**src/rtl/unlock_pkg.sv**
```systemverilog
// Shared definitions for the unlock sequencer: FSM state type, default sequence
// length, the ASCII key table used by the key matcher, and a counter-width helper.
package unlock_pkg;

  typedef enum logic [1:0] {
    IDLE    = 2'd0,
    COLLECT = 2'd1,
    OPEN    = 2'd2,
    LOCKED  = 2'd3
  } state_t;

  localparam int N_STAGES_DEFAULT = 19;
  localparam int PROG_W           = 5;
  localparam int FAIL_W           = 2;

  // Key "S4t_s01veR_i5_Gr9a7", position k drives unlock[k] in the matcher.
  localparam logic [7:0] KEY_TABLE [N_STAGES_DEFAULT] = '{
    8'd83,  8'd52,  8'd116, 8'd95,  8'd115, 8'd48,  8'd49,  8'd118,
    8'd101, 8'd82,  8'd95,  8'd105, 8'd53,  8'd95,  8'd71,  8'd114,
    8'd57,  8'd97,  8'd55
  };

  function automatic int cnt_width(input int n);
    return (n > 1) ? $clog2(n) : 1;
  endfunction

endpackage

```
**src/rtl/unlock_sequencer_timer.sv**
```systemverilog
// Loadable down-counter: load sets CYCLES-1, en decrements toward zero, done
// is high while the count is zero.
module lockout_timer
  import unlock_pkg::*;
#(
  parameter int CYCLES = 1024
) (
  input  logic clk,
  input  logic rst,
  input  logic load,
  input  logic en,
  output logic done
);

  localparam int W = cnt_width(CYCLES);

  logic [W-1:0] count;

  // NOTE: sequential state uses non-blocking assignments so every register
  // samples pre-edge values regardless of block ordering.
  always_ff @(posedge clk or posedge rst) begin
    if (rst) begin
      count <= '0;
    end else if (load) begin
      count <= W'(CYCLES - 1);
    end else if (en && (count != '0)) begin
      count <= count - W'(1);
    end
  end

  assign done = (count == '0);

endmodule

```
**src/rtl/unlock_sequencer.sv**
```systemverilog
// Key-sequence unlock FSM fed by the external matcher's one-hot unlock vector.
// Optional idle timeout in COLLECT is enabled by defining SEQ_TIMEOUT_EN.
module unlock_sequencer
  import unlock_pkg::*;
#(
  parameter int N_STAGES       = N_STAGES_DEFAULT,
  parameter int MAX_FAILS      = 3,
  parameter int LOCKOUT_CYCLES = 1024,
  parameter int TIMEOUT_CYCLES = 256
) (
  input  logic                clk,
  input  logic                rst,
  input  logic                in_valid,
  output logic                in_ready,
  input  logic [N_STAGES-1:0] unlock,
  input  logic                relock,
  output logic [PROG_W-1:0]   progress,
  output logic                unlocked,
  output logic                locked,
  output logic                fail_pulse,
  output logic [FAIL_W-1:0]   fail_count
);

  if (N_STAGES < 1 || N_STAGES > 31 || MAX_FAILS < 1 || MAX_FAILS > 3 ||
      LOCKOUT_CYCLES < 1 || TIMEOUT_CYCLES < 1) begin : g_bad_cfg
    $error("unlock_sequencer: parameter out of range");
  end

  state_t              state, state_nxt;
  logic [PROG_W-1:0]   progress_nxt, prog_inc;
  logic [FAIL_W-1:0]   fail_count_nxt, fail_inc;
  logic                fail_pulse_nxt;
  logic                accept, key_ok, is_fail;
  logic                lock_load, lock_done;

  assign in_ready = (state == IDLE) || (state == COLLECT);
  assign accept   = in_valid && in_ready;
  // Only the bit at the current position matters; duplicate characters elsewhere are ignored.
  assign key_ok   = (progress < PROG_W'(N_STAGES)) && unlock[progress];
  assign prog_inc = progress + PROG_W'(1);
  assign fail_inc = (fail_count == FAIL_W'(MAX_FAILS)) ? fail_count : fail_count + FAIL_W'(1);

  lockout_timer #(.CYCLES(LOCKOUT_CYCLES)) u_lockout (
    .clk  (clk),
    .rst  (rst),
    .load (lock_load),
    .en   (state == LOCKED),
    .done (lock_done)
  );

`ifdef SEQ_TIMEOUT_EN
  logic idle_done;

  lockout_timer #(.CYCLES(TIMEOUT_CYCLES)) u_idle (
    .clk  (clk),
    .rst  (rst),
    .load (accept),
    .en   ((state == COLLECT) && !accept),
    .done (idle_done)
  );
`endif

  // NOTE: every variable driven here gets a default first so no path can
  // leave it unassigned and infer a latch.
  always_comb begin
    state_nxt      = state;
    progress_nxt   = progress;
    fail_count_nxt = fail_count;
    fail_pulse_nxt = 1'b0;
    lock_load      = 1'b0;
    is_fail        = 1'b0;

    case (state)
      IDLE, COLLECT: begin
        if (accept) begin
          if (key_ok) begin
            progress_nxt = prog_inc;
            state_nxt    = (prog_inc == PROG_W'(N_STAGES)) ? OPEN : COLLECT;
          end else begin
            is_fail = 1'b1;
          end
        end
`ifdef SEQ_TIMEOUT_EN
        // An accept on the expiry cycle takes priority over the timeout.
        else if ((state == COLLECT) && idle_done) begin
          is_fail = 1'b1;
        end
`endif
      end
      OPEN: begin
        if (relock) begin
          state_nxt      = IDLE;
          progress_nxt   = '0;
          fail_count_nxt = '0;
        end
      end
      LOCKED: begin
        progress_nxt = '0;
        if (lock_done) begin
          state_nxt      = IDLE;
          fail_count_nxt = '0;
        end
      end
      default: state_nxt = IDLE;
    endcase

    if (is_fail) begin
      progress_nxt   = '0;
      fail_pulse_nxt = 1'b1;
      fail_count_nxt = fail_inc;
      if (fail_inc == FAIL_W'(MAX_FAILS)) begin
        state_nxt = LOCKED;
        lock_load = 1'b1;
      end else begin
        state_nxt = IDLE;
      end
    end
  end

  always_ff @(posedge clk or posedge rst) begin
    if (rst) begin
      state      <= IDLE;
      progress   <= '0;
      fail_count <= '0;
      fail_pulse <= 1'b0;
    end else begin
      state      <= state_nxt;
      progress   <= progress_nxt;
      fail_count <= fail_count_nxt;
      fail_pulse <= fail_pulse_nxt;
    end
  end

  assign unlocked = (state == OPEN);
  assign locked   = (state == LOCKED);

endmodule

```
**config.mk**
```make
export PLATFORM = sky130hd
export DESIGN_NAME = unlock_sequencer
export DESIGN_NICKNAME = d
export VERILOG_FILES = /design/src/rtl/unlock_pkg.sv /design/src/rtl/unlock_sequencer_timer.sv /design/src/rtl/unlock_sequencer.sv
export SDC_FILE = /design/constraint.sdc
export NUM_CORES = 1
export LEC_CHECK = 0
export BUFFER_PORTS_ARGS = -buffer_cell sky130_fd_sc_hd__buf_4
export CAP_MARGIN = 15
export CORE_UTILIZATION = 25
export CTS_BUF_LIST = sky130_fd_sc_hd__clkbuf_4
export DETAILED_ROUTE_END_ITERATION = 10
export HOLD_SLACK_MARGIN = 0.06
export SLEW_MARGIN = 20
export SYNTH_ARGS = -nofsm -noshare
export SYNTH_HDL_FRONTEND = slang
export SYNTH_HIERARCHICAL = 1
export SYNTH_SLANG_ARGS = --single-unit
```
**constraint.sdc**
```tcl
create_clock -name clk -period 3.6 [get_ports clk]
set_clock_uncertainty 0.1 [all_clocks]
set_input_delay 0.72 -clock clk [delete_from_list [all_inputs] [get_ports clk]]
set_output_delay 0.72 -clock clk [all_outputs]
set_load 0.05 [all_outputs]
```
==> results.txt, run 1 <==
Counting every net in the synthesized netlist gives 187. In this run the standard cell core region covers 5510 um^2. The final setup TNS was 0 ns.

The tree is rooted in a sky130_fd_sc_hd__clkbuf_4. The logs give 0 for the remaining global-route overflow and 0 for the post-CTS setup-driven buffer insertion count. In this run, CTS created clock tree buffers numbering 3. At the pin with the least slew margin, the transition time is 0.570 ns. Setup repair after global routing left no endpoint under its margin. For this configuration, the core starts out at a cell density of 26.0%. The number of pins with negative max-slew slack in the final report came out at 0. The biggest cell delay along the critical path is 0.58 ns, and the post-CTS clock slew at the launch and capture registers of the worst setup and hold paths is 0.13 ns. In this run the power density over the cells is 640 nW/um^2. The run gives 0 as the initial antenna violation count.

Before CTS, the worst setup slack after placement is 0.729 ns. TritonCTS built the clock tree. Post-CTS repair changed the size of 0 cells.

In the synthesized netlist the async set-or-reset flop fraction comes to 100%. The detail-routed via count per cell came out at 4.94. The worst path uses 71.3% of the clock period. The net count reported at finish was 220; the total routing usage reported by global routing was 12.2%. The highest attainable clock frequency came out at 389 MHz. The data arrival time at the worst-slack endpoint came out at 2.70 ns. The wire length of the first global-routing pass is 5.93 mm.

Cell family with the largest share of critical-path delay: compound AO/OA/AOI/OAI gates. The relative slew slack is 61.7%. Counting flops with a built-in enable in the synthesized netlist gives 0. A synthesized cell averages 8.89 um^2. The run gives 1,299 as the number of global-route vias before repair. The worst path in the final design needs a cycle of 2.57 ns, including I/O delays and setup. The worst hold path belongs to the class input pin to asynchronous set/reset pin.

The repair_antennas step left the layout with diodes totalling 0. The synthesized design devotes to its leading area cell type 35.0% of total area. The tightest hold margin was 0.273 ns; the register cell area after layout was 500 um^2. In this run, synthesis produced a sequential element count of 20.

The run gives 2.59 mm as the detailed-placement wirelength estimate. The critical path is of the flop to flop type. The run gives 35.0% as the portion of the post-synthesis area used by sequential elements.

The logs give 2 for the buffer depth of the longest clock path and 161 for the number of cells produced by synthesis. The number of DRC markers after the initial detailed-route iteration was 51; the count of buffer and inverter cells on the critical path was 0. For this design the top-level I/O count stands at 34.

The terminus of the critical flop-to-flop path was u_lockout/count[1]. Measured along the y axis, the die boundary spans 77.7 um. The detailed-router iteration count before antenna repair was 4; the width of the die was 77.7 um. The overall die area came out at 6030 um^2. The core occupancy in the finished layout was 32.3%.

The congestion estimate from routability-driven global placement came to 0.837. For the final number of setup-violating endpoints, the log shows 0. The wire length per cell was 12.9 um. On the critical path, the stage with the largest delay is an instance of sky130_fd_sc_hd__mux4_1.

Among all flip-flop cells after synthesis, the most frequent one is sky130_fd_sc_hd__dfrtp_1. The tree built by TritonCTS fans out to 20 sinks. The count of buffers added on input and output ports is 33. The run gives 1.03 ns as the reg2reg setup slack.

In this run the cell area measured after placement is 1750 um^2. Yosys attributes the largest share of cell area to sky130_fd_sc_hd__dfrtp_1, sky130_fd_sc_hd__mux2i_1, sky130_fd_sc_hd__nor3_1, sky130_fd_sc_hd__o21ai_0, sky130_fd_sc_hd__nor2_1. The logs give 18 for the largest net degree at the start of global routing and 1430 um^2 for the cell area after synthesis. The worst reg2reg path depth works out to 8. The initialized floorplan defines 27 standard-cell rows. The run finished with clean final reports. The run gives 265 as the number of cells in the finished layout apart from fillers. The type of element capturing the critical path is a flop. After clock tree synthesis, the flow added hold-fix buffers numbering 0. The area growth from synthesis to layout is 24.2%, and the cell count after placement is 261. For the worst-skew pair, the clock arrives at the later sink with an insertion delay of 0.31 ns. IR analysis of the VDD net gives a maximum drop of 500 uV.

The logs give 0 for the final hold violation count and 1 for the H-tree depth reported by CTS. The tools report the overall power of the completed layout as 1.14 mW. The tools report the leakage power total as 0.705 nW.

The critical path goes through mux4_1, a2bb2oi_1, a22oi_2, o21a_4, and3_4, nand3b_1, a21oi_1, a211oi_1. For the antenna violation net count after detailed routing, the log shows 0. STA classifies the critical path startpoint as a flop. Cells with a size suffix above 1 make up 24.4% of the layout. The count of unresolved DRC violations after routing was 0. The logs give 6 for the warning count from the yosys run and 1780 um^2 for the design area. The number of maximum-capacitance violations was 0. After detailed routing, the total wire length is 3.43 mm. In this run, distinct cell masters in the synthesized netlist total 48. The worst register-to-register path begins at progress[0].

The worst-case setup margin in the final layout is 1.03 ns, and the count of fill cells added during filler insertion is 571. The top cell type by total area after synthesis was sky130_fd_sc_hd__dfrtp_1. Detailed routing inserted a total of 1,309 vias. The logs give 872 um^2 for the area of combinational cells with multiple inputs and 3.73 ns for the required time at the worst-slack endpoint.

The largest fanout of any net on the critical path came out at 17.
report_power, final:
part	switching [mW]	internal [mW]
registers	0.106	0.297
logic	0.361	0.256
clock network	0.0769	0.0405
total	0.543	0.594
sequential cells by signal (all words and copies together) (netlist names):
register,cells
progress,5
fail_count,2
fail_pulse,1
state,2
u_lockout/count,10
worst register-to-register path, cell delays in order, from the launching register on:
cell and delay [ns]:
sky130_fd_sc_hd__dfrtp_1 0.48, sky130_fd_sc_hd__mux4_1 0.58, sky130_fd_sc_hd__a2bb2oi_1 0.15, sky130_fd_sc_hd__a22oi_2 0.23, sky130_fd_sc_hd__o21a_4 0.21, sky130_fd_sc_hd__and3_4 0.31
sky130_fd_sc_hd__nand3b_1 0.16, sky130_fd_sc_hd__a21oi_1 0.05, sky130_fd_sc_hd__a211oi_1 0.23
worst max path at each step:
| stage | from | endpoint | slack (ns) | depth (start not counted) |
|---|---|---|---|---|
| after detailed placement | unlock[15] | u_lockout/count[1] | 0.73 | 9 |
| after floorplan | progress[0] | u_lockout/count[1] | 0.77 | 8 |
| after CTS | progress[0] | u_lockout/count[1] | 1.00 | 8 |
| final | progress[0] | u_lockout/count[1] | 1.03 | 8 |
| after global placement | unlock[15] | u_lockout/count[1] | 0.77 | 9 |
| after global routing | progress[0] | u_lockout/count[1] | 0.84 | 8 |
area by class of cell:
| class | instances | share of cell area [%] |
|---|---|---|
| Clock buffer | 3 | 1.27 |
| Clock inverter | 1 | 0.211 |
| Inverter | 9 | 1.90 |
| Multi-Input combinational cell | 126 | 49.0 |
| Sequential cell | 20 | 28.1 |
| Tap cell | 72 | 5.07 |
| Timing Repair Buffer | 34 | 14.4 |
placed cells by master (no fill, tap or decap), drive strengths merged, types with 7 or more instances in the layout:
master  synthesis  layout
nand2          11      11
nor2           13      13
nor2b           7       7
buf             2      34
dfrtp          20      20
o21ai          12      12
mux2i           9       9
inv             9       9
a21oi           8       8
nor3           11      11
synthesized netlist by cell type (3+ instances only):
library cell / count
sky130_fd_sc_hd__a211oi_1: 4
sky130_fd_sc_hd__a21oi_1: 8
sky130_fd_sc_hd__clkbuf_1: 4
sky130_fd_sc_hd__dfrtp_1: 20
sky130_fd_sc_hd__ha_1: 3
sky130_fd_sc_hd__inv_1: 9
sky130_fd_sc_hd__mux2i_1: 9
sky130_fd_sc_hd__nand2_1: 11
sky130_fd_sc_hd__nand2b_1: 3
sky130_fd_sc_hd__nand3b_1: 3
sky130_fd_sc_hd__nor2_1: 13
sky130_fd_sc_hd__nor2b_1: 7
sky130_fd_sc_hd__nor3_1: 11
sky130_fd_sc_hd__o21ai_0: 11
sky130_fd_sc_hd__or3_1: 3
cell families after synthesis:
kind of cell	count (synthesis)	synth area share [%]
compound gates	44	22.0
fa+ha+maj	3	2.62
buf+inv	15	4.11
flops	20	35.0
mux	11	9.70
simple gates	68	26.6
routing by layer:
| layer | vias to the layer above | global-route usage [%] | part of all wire, % |
|---|---|---|---|
| met3 | 2 | 2.71 | 2.8 |
| li1 | 662 | - | - |
| met5 | - | 0 | 0 |
| met2 | 16 | 21.8 | 50 |
| met1 | 629 | 14.4 | 46 |
| met4 | 0 | 3.58 | 0.44 |
(Power assumes the default switching activity.)
==> run 2, diff against run 1 <==
==> constraint.sdc (replaced) <==
create_clock -name clk -period 2.55 [get_ports clk]
set_clock_uncertainty 0.1 [all_clocks]
set_input_delay 0.51 -clock clk [delete_from_list [all_inputs] [get_ports clk]]
set_output_delay 0.51 -clock clk [all_outputs]
set_load 0.05 [all_outputs]
==> run 2 against run 1 <==
Net effect: sequential power grew 41%; clock-buffer cell count is 1 higher; worst setup slack worse by 0.86 ns; die area stayed put; register-to-register slack lost 0.86 ns; first-iteration DRC count up 100%; core utilization is 1.2 points higher; critical endpoint unchanged.
==> results.txt, run 2 (same netlist as run 1, synthesis figures left out) <==
In the routed layout, each cell is associated on average with a via count of 4.88. The worst pin sits at a relative slew slack of 60.5%. Global routing used 12.1% of the available tracks. The tools report the boundary pin count as 34. For the detailed-router iteration count before antenna repair, the log shows 4.

Traced cell by cell, the critical path runs through mux4_2, a2bb2oi_1, a22oi_2, o21a_4, and3_4, nand3b_1, a21oi_1, a211oi_1. After legalization and detailed placement, the total HPWL measured 2.65 mm. The tools report the final setup TNS as 0 ns. Number of gates on the worst path with buffers counted: 8. In the layout the commonest cells are sky130_fd_sc_hd__buf_4, sky130_fd_sc_hd__dfrtp_1, sky130_fd_sc_hd__nor2_1.

The largest registers in the layout are u_lockout/count (10), progress (5). From bottom edge to top edge, the die measures 77.7 um. The register with the most flip-flops in the layout has 10 of them. The tree built by TritonCTS fans out to 20 sinks. In this run the static leakage power is 0.747 nW.

The largest single stage delay on the critical path is 0.51 ns. For the H-tree depth reported by CTS, the log shows 1. Worst setup path category: flop to flop. The type of element capturing the critical path is a flop.

The antenna violation net count after detailed routing is 0. The path class of the tightest hold or removal check is input pin to asynchronous set/reset pin. In this run the worst path has a maximum fanout of 7. The total overflow left after global routing is 0.

Once the clock tree was built, the resizer swapped 0 gates to a different size. The run finished with clean final reports. Across the VDD grid, the largest voltage drop is 551 uV. The number of buffers inserted during clock tree synthesis is 3, and the count of buffer and inverter cells on the critical path is 0. The logs give 2 for the buffer depth of the longest clock path and 2.67 ns for the required time at the worst-slack endpoint. Setup repair after global routing left no endpoint under its margin.

The count of unresolved DRC violations after routing is 0, and the detailed-route wire length is 3.41 mm. The die is 77.7 um wide. The wire length per cell is 12.5 um.

The die covers 6030 um^2. The clock period could shrink to 2.38 ns. The total area inside the core boundary comes to 5510 um^2. The first global-routing pass estimated 5.97 mm of wire. The design area was 1840 um^2; the count of fill cells added during filler insertion was 554. The tools report the number of global-route vias before repair as 1,249.

The instance area at placement is 1800 um^2, and the clock latency at the later pin of the worst-skew pair is 0.30 ns. The post-CTS clock slew at the launch and capture registers of the worst setup and hold paths came out at 0.11 ns. The highest attainable clock frequency came out at 420 MHz. The logs give 103 for the number of DRC markers after the initial detailed-route iteration and 0 for the final hold violation count. For this design the ratio of total power to cell area is 903 nW/um^2.

The row count is 27. At the end of routability-driven placement, the weighted congestion stood at 0.843. In this run the clock root is driven by a sky130_fd_sc_hd__clkbuf_4.

In the final layout, the multi-input gates occupy 872 um^2. The cell family with the largest share of critical-path delay is compound AO/OA/AOI/OAI gates. Input and output buffers added on the ports amount to 33.

TritonCTS built the clock tree. The worst setup path is launched from a flop. The slowest stage of the critical path is the sky130_fd_sc_hd__mux4_2 cell. Setup violations remaining at the end of the flow were counted as 0. The most common library cell in the layout ignoring fill and taps was sky130_fd_sc_hd__buf_4. Worst reg2reg path depth: 8. The logs give 503 um^2 for the register cell area after layout and 1,332 for the routed via count. From synthesis to final layout, the design area changed by 28.8%. Most flop-heavy register: u_lockout/count. The number of pins with negative max-slew slack in the final report came out at 0.

The antenna diode count is 0, and the slew at the pin closest to its max-slew limit is 0.588 ns. Data on the critical path arrives at its endpoint at 2.50 ns. The tools report the net count reported at finish as 228. The tool flagged a number of max-cap violations equal to 0.

Entering global routing, the biggest net connects 13 pins. The logs give 0 for the initial antenna violation count and 26.0% for the initial core utilization. Of the cells placed in the final design, the portion with a size suffix greater than 1 is 28.9%.

The share of the clock period used by the worst path was 93.3%.
-- run 2: cell count changes in the layout (fill, tap and decap cells not counted), sizes merged --
cell / change
clkbuf: +1
buf: +8
clkinv: -1
-- run 2: worst paths after layout --
kind                                          from            endpoint  slack (ns)
worst max-delay path                   progress[0]  u_lockout/count[1]        0.17
worst min-delay path                           rst  u_lockout/count[1]        0.09
worst max register to register         progress[0]  u_lockout/count[1]        0.17
worst min register to register  u_lockout/count[3]  u_lockout/count[3]        0.44
max in group asynchronous                      rst         progress[1]        1.95
min in group clk                          in_valid       fail_count[1]        0.44
-- run 2: report_power, final --
| group | internal (mW) | switching [mW] | total, mW |
|---|---|---|---|
| Clock | 0.0715 | 0.0950 | 0.167 |
| Combinational | 0.413 | 0.519 | 0.932 |
| Sequential | 0.422 | 0.145 | 0.567 |
-- run 2: cell type report --
| class | count | share of cell area (%) |
|---|---|---|
| Inverter | 9 | 1.83 |
| Clock buffer | 4 | 1.63 |
| Timing Repair Buffer | 42 | 17.1 |
| Tap cell | 72 | 4.88 |
| Sequential cell | 20 | 27.3 |
| Multi-Input combinational cell | 126 | 47.3 |
-- run 2: worst register-to-register path: cells and delay by family, from the launching register on --
| family | cells | cell delay (ns) |
|---|---|---|
| flip-flops | 1 | 0.45 |
| multiplexers | 1 | 0.51 |
| AND/OR/NAND/NOR | 2 | 0.34 |
| AO/OA/AOI/OAI | 5 | 0.89 |
-- run 2: stage by stage --
step                      total power, mW  instances  setup WS [ns]  utilization (%)  hold WS [ns]
after CTS                            1.67        271          0.131             33.2        0.0872
after floorplan                      1.21        161         0.0114                -         0.250
after detailed placement             1.49        267         0.0478             32.7         0.419
after global routing                 1.80        273         0.0142             33.5         0.105
final                                1.67        273          0.170             33.5        0.0911
after global placement               1.48        267          0.102             32.7         0.424
-- run 2: per-layer routing --
metal,GRT usage [%],vias up,routed length [um]
li1,-,679,-
met1,16.9,630,1670
met2,19.6,21,1610
met3,2.47,2,123
met4,1.70,0,13
met5,0,-,0
-- run 2: repair_timing --
item	in CTS	in global routing
setup buffers	0	2
endpoints found under the setup margin	0	1
hold buffers	0	0
==> run 3, diff against run 2 <==
--- a/config.mk
+++ b/config.mk
@@ -7,10 +7,11 @@
 export LEC_CHECK = 0
 export BUFFER_PORTS_ARGS = -buffer_cell sky130_fd_sc_hd__buf_4
 export CAP_MARGIN = 15
-export CORE_UTILIZATION = 25
+export CORE_UTILIZATION = 53
 export CTS_BUF_LIST = sky130_fd_sc_hd__clkbuf_4
 export DETAILED_ROUTE_END_ITERATION = 10
 export HOLD_SLACK_MARGIN = 0.06
+export PLACE_DENSITY = 0.79
 export SLEW_MARGIN = 20
 export SYNTH_ARGS = -nofsm -noshare
 export SYNTH_HDL_FRONTEND = slang
==> run 3 against run 2 <==
Net effect: cell count down 17%; die area down 52%; cell area down 3.3%; worst setup slack got worse by 0.060 ns; sequential share of layout area is 0.92 points higher; flip-flop and latch count did not move; critical path depth is the same; clock power is 57% higher; global-route usage rose by 15 points; largest cell class unchanged.
==> results.txt, run 3 (same netlist as run 1, synthesis figures left out) <==
The flow ran to the end, and the final reports show no timing, DRC or antenna violations. Clock-pin slew was measured on the worst setup and hold paths at 0.13 ns. The worst setup path is captured at a flop. The instance area at placement was 1730 um^2; the design area was 1780 um^2. Subtracting the final worst setup slack from the clock period gives 2.44 ns.

The critical path ends at u_lockout/count[1]. The count of buffers inserted at the top-level ports is 33. The top cell types in the final layout, fill and taps aside, are sky130_fd_sc_hd__buf_4, sky130_fd_sc_hd__dfrtp_1, sky130_fd_sc_hd__nor2_1. The total overflow left after global routing is 0.

The initial utilization of the core area, before any placement, comes to 56.7%. The number of setup buffers added after CTS is 0. The initialized floorplan defines 18 standard-cell rows.

Counting flops per register, the top entry is u_lockout/count. Data on the critical path arrives at its endpoint at 2.55 ns. The slew at the pin closest to its max-slew limit was 0.548 ns; the worst reg2reg path depth was 8. Tracing the worst setup path back leads to its startpoint at progress[0]. Counting the buffers created by CTS gives 3.

The clock net in this run drives a total of 20 sinks. At the worst endpoint, the required time is 2.66 ns. The run gives 35 as the number of DRC markers after the initial detailed-route iteration. The most common library cell in the layout ignoring fill and taps is sky130_fd_sc_hd__buf_4. The count of buffer and inverter cells on the critical path is 0, and the detailed-router iteration count before antenna repair is 4.

The worst register-to-register path ends at u_lockout/count[1]. The areal power density over the cells came out at 978 nW/um^2. Traced cell by cell, the critical path runs through mux4_1, a2bb2oi_1, a22oi_2, o21a_4, and3_4, nand3b_1, a21oi_1, a211oi_1. In this run the number of cells on the critical path is 8.

The flip-flop count of the largest register, all copies and words added was 10. The worst-case IR drop observed on VDD is 938 uV. The count of nets left with antenna violations once routing finished came out at 0. Adding up every negative setup slack in the final design gives 0 ns.

The run gives 0.31 ns as the clock latency at the later pin of the worst-skew pair. The width of the die came out at 54.0 um. Broken down by cell family, the worst path's largest delay share belongs to compound AO/OA/AOI/OAI gates.

The number of pins with negative max-slew slack in the final report is 0, and the wire length per cell is 14.8 um. Setup repair after global routing left no endpoint under its margin. Root buffer selected by CTS: sky130_fd_sc_hd__clkbuf_4. Measured along the y axis, the die boundary spans 54.0 um. The logs give 227 for the number of cells in the finished layout apart from fillers and 0.736 nW for the leakage power total.

The logs give 0 for the number of maximum-capacitance violations and 13 for the largest net degree at the start of global routing. The largest fanout of any net on the critical path was 11; the reg2reg setup slack was 0.11 ns. The clock passes through at most 2 buffers.

The congestion estimate from routability-driven global placement came to 0.886. After detailed placement, the design holds a cell count of 223. After clock tree synthesis, the flow added hold-fix buffers numbering 0. The initial antenna violation count was 0; the biggest cell delay along the critical path was 0.58 ns.

For this design, the slowest cell found on the critical path is sky130_fd_sc_hd__mux4_1. The wire length of the first global-routing pass is 5.66 mm. Dividing the detail-routed via count by the number of cells gives 6.07. The path class of the tightest hold or removal check is input pin to asynchronous set/reset pin. In this run the tightest slew margin relative to its limit is 63.2%.

In the routed design, unresolved DRC markers number 0. The area growth from synthesis to layout is 24.7%. The number of antenna diodes in the final layout is 0.

The largest registers in the layout are u_lockout/count (10), progress (5). The final number of setup-violating endpoints is 0, and the H-tree depth reported by CTS is 1. The final hold violation count came out at 0.

Pin placement for this block handled 34 I/O pins. The run gives 224 as the net count reported at finish. The routed design has 3.36 mm of wire.

The critical path is of the flop to flop type. Derived from the worst setup path, the maximum achievable clock frequency is 410 MHz. The critical path startpoint category is a flop.

For this block, the via count after detailed routing is 1,377. TritonCTS built the clock tree. The completed layout was analyzed and its total power is 1.74 mW. The tools report the number of gates resized after CTS as 0. The logs give 2.62 mm for the detailed-placement wirelength estimate and 0.0680 ns for the tightest hold margin. The logs give 26.8% for the total routing usage reported by global routing and 1,258 for the number of global-route vias before repair. The core outline area is 2520 um^2, and the share of cells above drive strength 1 is 27.4%. For the overall die area, the log shows 2910 um^2. In this run the critical register-to-register path is launched from progress[0]. Dividing the final minimum period by the clock period gives 95.7%.
==> run 3: changes by cell type in the layout (fill, tap and decap cells not counted) <==
cell                        before  now
sky130_fd_sc_hd__bufinv_16       0    1
sky130_fd_sc_hd__clkbuf_4        4    3
sky130_fd_sc_hd__buf_4          42   38
==> run 3: through the flow <==
step / util, % / setup WS (ns)
final: 70.7 / 0.110
after global routing: 70.7 / 0.00389
after CTS: 70.7 / 0.111
after detailed placement: 68.7 / 0.0441
after global placement: 68.7 / 0.131
after floorplan: - / 0.0114
==> run 3: area by class of cell <==
type,instances,area [um^2]
clock buffers,3,22.5
fillers,196,738
multi-input cells,126,872
flip-flops and latches,20,503
inverters,9,33.8
well taps,30,37.5
repair buffers,38,285
clock inverters,1,30.0
==> run 3: layer usage <==
metal	GRT usage (%)	wire [um]	vias to the layer above	share of wire (%)
met5	0	0	-	0
met4	9.40	30	0	0.89
met3	3.67	197	4	5.9
met2	43.6	1660	49	49
met1	36.0	1480	657	44
li1	-	-	667	-
==> run 3: report_power, final <==
group,switching (mW),total (mW),internal [mW]
sequential,0.153,0.575,0.422
combinational,0.518,0.908,0.390
clock,0.103,0.262,0.159
==> run 3: how the worst min path moves through the flow <==
stage / start / endpoint / depth (start not counted)
floorplan: rst / fail_count[0] / 1
global placement: rst / fail_count[1] / 2
detailed placement: rst / u_lockout/count[5] / 2
CTS: rst / u_lockout/count[5] / 2
global route: rst / u_lockout/count[6] / 2
finish: rst / fail_count[0] / 2
